[src/rtl/kwin_line_buffer.sv]
// kwin_line_buffer: 3x3 raster window generator with two line buffers and a registered, back-pressured window output.
// Optional KWIN_SOF_EN adds a sof input that restarts the frame at the accepted pixel.
module kwin_line_buffer #(
    parameter int IMG_W = 16,
    parameter int IMG_H = 16
) (
    input  logic       clk,
    input  logic       rst_n,
    input  logic [7:0] pix_in,
    input  logic       in_valid,
    output logic       in_ready,
    output logic [7:0] p1,
    output logic [7:0] p2,
    output logic [7:0] p3,
    output logic [7:0] p4,
    output logic [7:0] p5,
    output logic [7:0] p6,
    output logic [7:0] p7,
    output logic [7:0] p8,
    output logic [7:0] p9,
    output logic       win_valid,
    input  logic       win_ready
`ifdef KWIN_SOF_EN
    ,
    input  logic       sof
`endif
);
    localparam int CW = $clog2(IMG_W);
    localparam int RW = $clog2(IMG_H);
    logic [CW-1:0] col, ccol;
    logic [RW-1:0] row, crow;
    logic [7:0]    lb0 [IMG_W];
    logic [7:0]    lb1 [IMG_W];
    logic [7:0]    t0, t1, m0, m1, b0, b1, top, mid;
    logic          acc, emit, last_col, last_row;
    always_comb begin
        in_ready = !win_valid || win_ready;
        acc      = in_valid && in_ready;
`ifdef KWIN_SOF_EN
        ccol     = sof ? '0 : col;
        crow     = sof ? '0 : row;
`else
        ccol     = col;
        crow     = row;
`endif
        top      = lb1[ccol];
        mid      = lb0[ccol];
        emit     = acc && crow >= RW'(2) && ccol >= CW'(2);
        last_col = ccol == CW'(IMG_W - 1);
        last_row = crow == RW'(IMG_H - 1);
    end
    // lb0 holds row-1, lb1 holds row-2; contents survive reset and frame wrap
    always_ff @(posedge clk) begin
        if (acc) begin
            lb1[ccol] <= mid;
            lb0[ccol] <= pix_in;
        end
    end
    always_ff @(posedge clk or negedge rst_n) begin
        if (!rst_n) begin
            col <= '0;
            row <= '0;
            win_valid <= 1'b0;
            {t0, t1, m0, m1, b0, b1} <= '0;
            {p1, p2, p3, p4, p5, p6, p7, p8, p9} <= '0;
        end else begin
            if (acc) begin
                {t0, t1} <= {t1, top};
                {m0, m1} <= {m1, mid};
                {b0, b1} <= {b1, pix_in};
                col <= last_col ? '0 : ccol + CW'(1);
                row <= last_col ? (last_row ? '0 : crow + RW'(1)) : crow;
            end
            if (emit) begin
                {p1, p2, p3, p4, p5, p6, p7, p8, p9} <= {t0, t1, top, m0, m1, mid, b0, b1, pix_in};
                win_valid <= 1'b1;
            end else if (win_ready) begin
                win_valid <= 1'b0;
            end
        end
    end
endmodule

[config.mk]
export PLATFORM = sky130hd
export DESIGN_NAME = kwin_line_buffer
export DESIGN_NICKNAME = d
export VERILOG_FILES = /design/src/rtl/kwin_line_buffer.sv
export SDC_FILE = /design/constraint.sdc
export NUM_CORES = 1
export LEC_CHECK = 0
export ABC_CLOCK_PERIOD_IN_PS = 2700
export CORE_MARGIN = 2
export CORE_UTILIZATION = 45
export CTS_BUF_LIST = sky130_fd_sc_hd__clkbuf_8
export DETAILED_ROUTE_END_ITERATION = 10
export PLACE_DENSITY = 0.65
export SLEW_MARGIN = 25
export SYNTH_ARGS = -nofsm -noshare
export SYNTH_HDL_FRONTEND = slang
export SYNTH_SLANG_ARGS = --single-unit
[constraint.sdc]
create_clock -name clk -period 2.7 [get_ports clk]
set_clock_uncertainty 0.05 [all_clocks]
set_input_delay 0.54 -clock clk [delete_from_list [all_inputs] [get_ports clk]]
set_output_delay 0.54 -clock clk [all_outputs]
set_load 0.05 [all_outputs]
======== Word-level counts from Yosys, hierarchy flattened ========
Memory sizes are Yosys's and may differ from the RTL's.
Index checks and enable logic that the tools add are counted.
operators by class
  multiplexer cells ....................... 6
  shift-type cells ........................ 0
  reduce and logical (&&, ||, !) cells .... 7
  divide/modulo/power cells ............... 0
  order comparisons ....................... 2
  multipliers ............................. 0
  bitwise logic cells ..................... 0
  add/subtract/negate cells ............... 2
  eq/ne operators ......................... 2
operator list
  kind                                                                number
  adder 4 x 1 -> 4 bit (second input constant)                        2
  == test 4 bit (second input constant)                               2
  greater-or-equal comparator 4 x 2 -> 1 bit (second input constant)  2
  two-way mux 4 bit                                                   2
  two-way mux 1 bit                                                   4
  logical AND 1 bit                                                   3
  AND reduction 2 bit                                                 1
  nonzero test 2 bit                                                  1
  zero test 1 bit                                                     1
  logical OR 1 bit                                                    1
word-level totals
  logic and storage cells ................. 39
  memory bits (writable) .................. 256
  input port bits ......................... 12
  bits in latches ......................... 0
  output and inout bits ................... 74
  memories kept ........................... 2
  register bits ........................... 129
  bits in read-only memories .............. 0
memory list
  name  depth  bits a word  read ports  clocked after Yosys merged registers in  wr ports  RTL line  source
  lb0   16     8            1           0                                        1         32        logic [7:0] lb0 [IMG_W];
  lb1   16     8            1           0                                        1         33        logic [7:0] lb1 [IMG_W];

======== Logic depth before layout (Yosys ltp) ========
  word-level depth ........................ 6
  gate-level depth with buffers ........... 7
  mapped depth without buffers ............ 5

======== Worst setup path after synthesis ========
Ideal clock, no wire load.
  kind .................................... reg2reg
  start ................................... register win_valid
  end ..................................... memory lb0[3][0], enable pin
  clock period less this slack ............ 3.389 ns
  path buffers ............................ 2
  setup time .............................. 0.409 ns
  cell stages (with the launch flop) ...... 7
  required time ........................... 2.241 ns
  data arrival time ....................... 2.930 ns
  setup slack ............................. -0.689 ns
  path through ............................ dfrtp_1 > nand2b_1 > and2_1 > buf_2 > buf_2 > nand2_1 > nor3_1
between the ends
  longest elaborated chain between the ends .. 5
ends and longest elaborated chain
  item                                     RTL line  source
  start: declaration                       21        output logic win_valid,
  start signal: assignment                 63        win_valid <= 1'b0;
  start signal: assignment                 76        win_valid <= 1'b1;
  start signal: assignment                 78        win_valid <= 1'b0;
  zero test 1 bit                          37        in_ready = !win_valid || win_ready;
  logical OR 1 bit                         37
  named net in_ready                       11        output logic in_ready,
  logical AND 1 bit                        38        acc = in_valid && in_ready;
  two-way mux 1 bit                        54        if (acc) begin
  two-way mux 1 bit (not written as such)  56        lb0[ccol] <= pix_in;
  end: declaration                         32
The timed path passes the listed nets, and every way through them passes these cells.

======== Final worst setup path ========
  start ................................... register col[2] (netlist: ccol[2])
  end ..................................... memory lb1[15][0] (data pin)
between the ends
  longest elaborated chain between the ends .. 1
ends and longest elaborated chain
  item                      RTL line  source
  start: declaration        30        logic [CW-1:0] col, ccol;
  start signal: assignment  71        col <= last_col ? '0 : ccol + CW'(1);
  memory (16 x 8 bit)       -
  named net mid[0]          34        logic [7:0] t0, t1, m0, m1, b0, b1, top, mid;
  end: declaration          33
The timed path passes the listed nets, and every way through them passes these cells.

==> results.txt <==
Max stage delay on crit path: 0.56 ns
# nets final: 967
Adder-Cell Fraction of Synth Area: 0.00507
Post-synth EDFFs: 256
Fillers: 2,562
Synth Instances: 779
Count leader, synth: edfxtp_1
FFs w/ async S/R, synth: 0.335
Die width: 185 µm
Clock share of power: 0.193
Setup Viol. Count Final: 0
Post-synthesis compound-gate area fraction: 0.00330
Core footprint: 32,500 µm²
RSZ-0062 raised after global routing: false
FMAX: 410 MHz
CP endpoint kind: flop
IO buf count: 85
Worst Hold Class: input pin to async pin
Final Cell Area: 17,600 µm²
Post-DRT Antenna Nets: 0
Leakage: 6.68 nW
Crit Path Max Fanout: 22
Cell taking the most area after synthesis: edfxtp_1
Mux cell area share after synthesis: 0.198
Post-Syn Area: 14,800 µm²
Hold_ws: 0.415 ns
Cells along the critical path: buf_12 -> mux4_2 -> mux2i_1 -> mux2i_1 -> buf_4
R2R Path Start: ccol[2]$_DFFE_PN0P_
Synth cell count leaders: 256 x edfxtp_1, 129 x dfrtp_1, 106 x nand2_1
Syn_nets: 797
Crit-path leading delay family: multiplexers
CTS Sinks: 385
H-tree levels: 2
Pwr dens: 1260 nW/µm²
Vias per cell: 5.11
Die Y: 185 µm
Maximum VDD drop: 689 µV
Clock Tree Buf Depth: 3
Reg2Reg Depth: 5
Prevailing post-synth register cell: edfxtp_1
Total Power: 22.2 mW
PnR worst setup slack: 0.258 ns
WP buf/inv: 2
# rows: 66
Period utilisation layout: 0.904
Max Slew Vio Count: 0
CTS Buf Count: 59
Drt pass-1 iters: 5
Max-Cap Viols: 0
GRT Residual Overflow: 0
Worst reg2reg setup slack: 0.26 ns
Largest family of logic cells by synthesized area: multiplexers
Clock root buffer master: clkbuf_8
Share of cells above drive strength 1: 0.300
Synth warnings: 0
Yosys top cell area share: 0.520
Routability cong.: 0.720
Logic gate share of total power: 0.403
Worst r2r dst: lb1[15][0]$_DFFE_PP_
Critical Path AT: 2.69 ns
Antenna cells: 0
DRC: 0
Drt wl/cell: 19.9 µm
IO Pins: 86
Yosys cell types: 29
Post-CTS sizing: 0
Fin crit period: 2.44 ns
First-pass GRT wire length: 44.4 mm
Critical path class: flop to flop
Starting density of the core: 0.456
CTS tree: yes
Dpl hpwl: 18.2 mm
Postcts setup bufs: 0
DRT iter0 DRCs: 434
Fin Setup TNS: 0 ns
Vias in the first global route: 7,757
Sequential area share after synthesis: 0.738
Status: complete, no violations
Register bit total from synthesis: 385
Final wirelength: 28.6 mm
Critical Path RT: 2.94 ns
Placed instance area: 16,600 µm²
Die ar.: 34,300 µm²
Hold buffer count at CTS: 1
Worst-path clk slew: 0.06 ns
Crit path depth: 5
Post-Syn Area per Cell: 19.0 µm²
Critical Path Source Type: flop
Worst path slowest cell: mux4_2
Largest net degree at the start of global routing: 74
Placement Setup Slack: 0.238 ns
Max_slew headroom: 0.544
Sw power: 8.09 mW
Critical Path Most Common Cell: mux2i_1
Clock Latency Late Sink: 0.58 ns
Worst-margin pin slew: 0.681 ns
Simple-gate share of the synthesized area: 0.0366
P_int: 14.1 mW
Fin. Hold Viols: 0
Largest cells by area after synthesis: edfxtp_1 52%, dfrtp_1 22%, mux4_2 9.7%, mux2_2 6.5%, mux2i_1 3.3%
Sw frac: 0.364
Layout area overhead: 19.2%
Total track usage: 0.172
Power share of the sequential group: 0.404
Routed via count: 7,347
Area share of xor/xnor cells in the synthesized design: 0.00178
Antenna violations before repair: 0
[stage by stage]
step / util / instances
after floorplan: - / 779
after global placement: 0.510 / 1329
after detailed placement: 0.510 / 1329
after CTS: 0.543 / 1438
after global routing: 0.543 / 1438
final: 0.543 / 1438
[registers in the layout, indices dropped and copies added, names as in the netlist, 8 cells and up]
| signal | flops |
|---|---|
| b1 | 8 |
| p1 | 8 |
| p7 | 8 |
| p6 | 8 |
| m0 | 8 |
| t1 | 8 |
| lb1 | 128 |
| m1 | 8 |
| lb0 | 128 |
| p4 | 8 |
| p8 | 8 |
| p5 | 8 |
| t0 | 8 |
| b0 | 8 |
| p3 | 8 |
| p9 | 8 |
| p2 | 8 |
[cells in the final DEF (no fill, tap or decap), drive strengths merged, types with 2 or more instances in the layout]
cell,Yosys,final
a21o,2,2
and2,2,2
buf,30,63
clkbuf,8,64
clkdlybuf4s50,0,83
clkinv,0,26
dfrtp,129,129
edfxtp,256,256
ha,6,6
inv,4,21
mux2,88,88
mux2i,49,49
mux4,64,64
nand2,106,106
nand2b,3,3
nand3,3,3
nor2,12,12
nor3,5,5
nor4,2,2
o21ai,3,3
xnor2,3,3
[cell type report]
type	instances	area, µm²	area share
clock buffer	64	881	0.0499
multi-input combinational	352	3650	0.207
inverter	4	15.0	0.000851
sequential	385	10900	0.619
timing repair buffer	147	1430	0.0811
clock inverter	44	183	0.0104
tap	442	553	0.0314
[worst register-to-register path, stage by stage (launching register included)]
cell,delay (ns)
dfrtp_4,0.51
buf_12,0.24
mux4_2,0.57
mux2i_1,0.27
mux2i_1,0.27
buf_4,0.26
[cells by family (layout without fill, tap and decap cells)]
kind of cell,Yosys count,count (layout)
buffers and inverters,42,259
XOR/XNOR,3,3
adder cells (fa/ha/maj),6,6
multiplexers,201,201
AND/OR/NAND/NOR,135,135
AO/OA/AOI/OAI,7,7
flip-flops,385,385
[power groups by stage]
stage / combinational (mW) / clock (mW) / sequential, mW
4_1_cts: 9.12 / 4.42 / 9.01
5_1_grt: 9.55 / 4.67 / 9.14
6_report: 8.94 / 4.29 / 8.98
2_1_floorplan: 4.23 / 0 / 10.8
3_5_place_dp: 9.11 / 0 / 9.12
3_3_place_gp: 9.01 / 0 / 9.08
[layer usage]
metal  share of wire  track usage  up-vias
met4           0.015       0.0416        0
met1            0.42        0.229     3800
li1                -            -     3337
met2            0.51        0.295      164
met3           0.049       0.0307       46
met5               0            0        -
[worst max path at each step]
stage | startpoint | endpoint | slack (ns)
2_1_floorplan | win_valid$_DFFE_PN0P_ | lb0[10][0]$_DFFE_PP_ | -0.05
3_3_place_gp | ccol[2]$_DFFE_PN0P_ | lb1[2][0]$_DFFE_PP_ | 0.26
3_5_place_dp | win_ready | lb1[10][2]$_DFFE_PP_ | 0.24
4_1_cts | ccol[2]$_DFFE_PN0P_ | lb1[1][1]$_DFFE_PP_ | 0.24
5_1_grt | ccol[2]$_DFFE_PN0P_ | lb1[0][1]$_DFFE_PP_ | 0.15
6_report | ccol[2]$_DFFE_PN0P_ | lb1[15][0]$_DFFE_PP_ | 0.26
(Power assumes the default switching activity.)
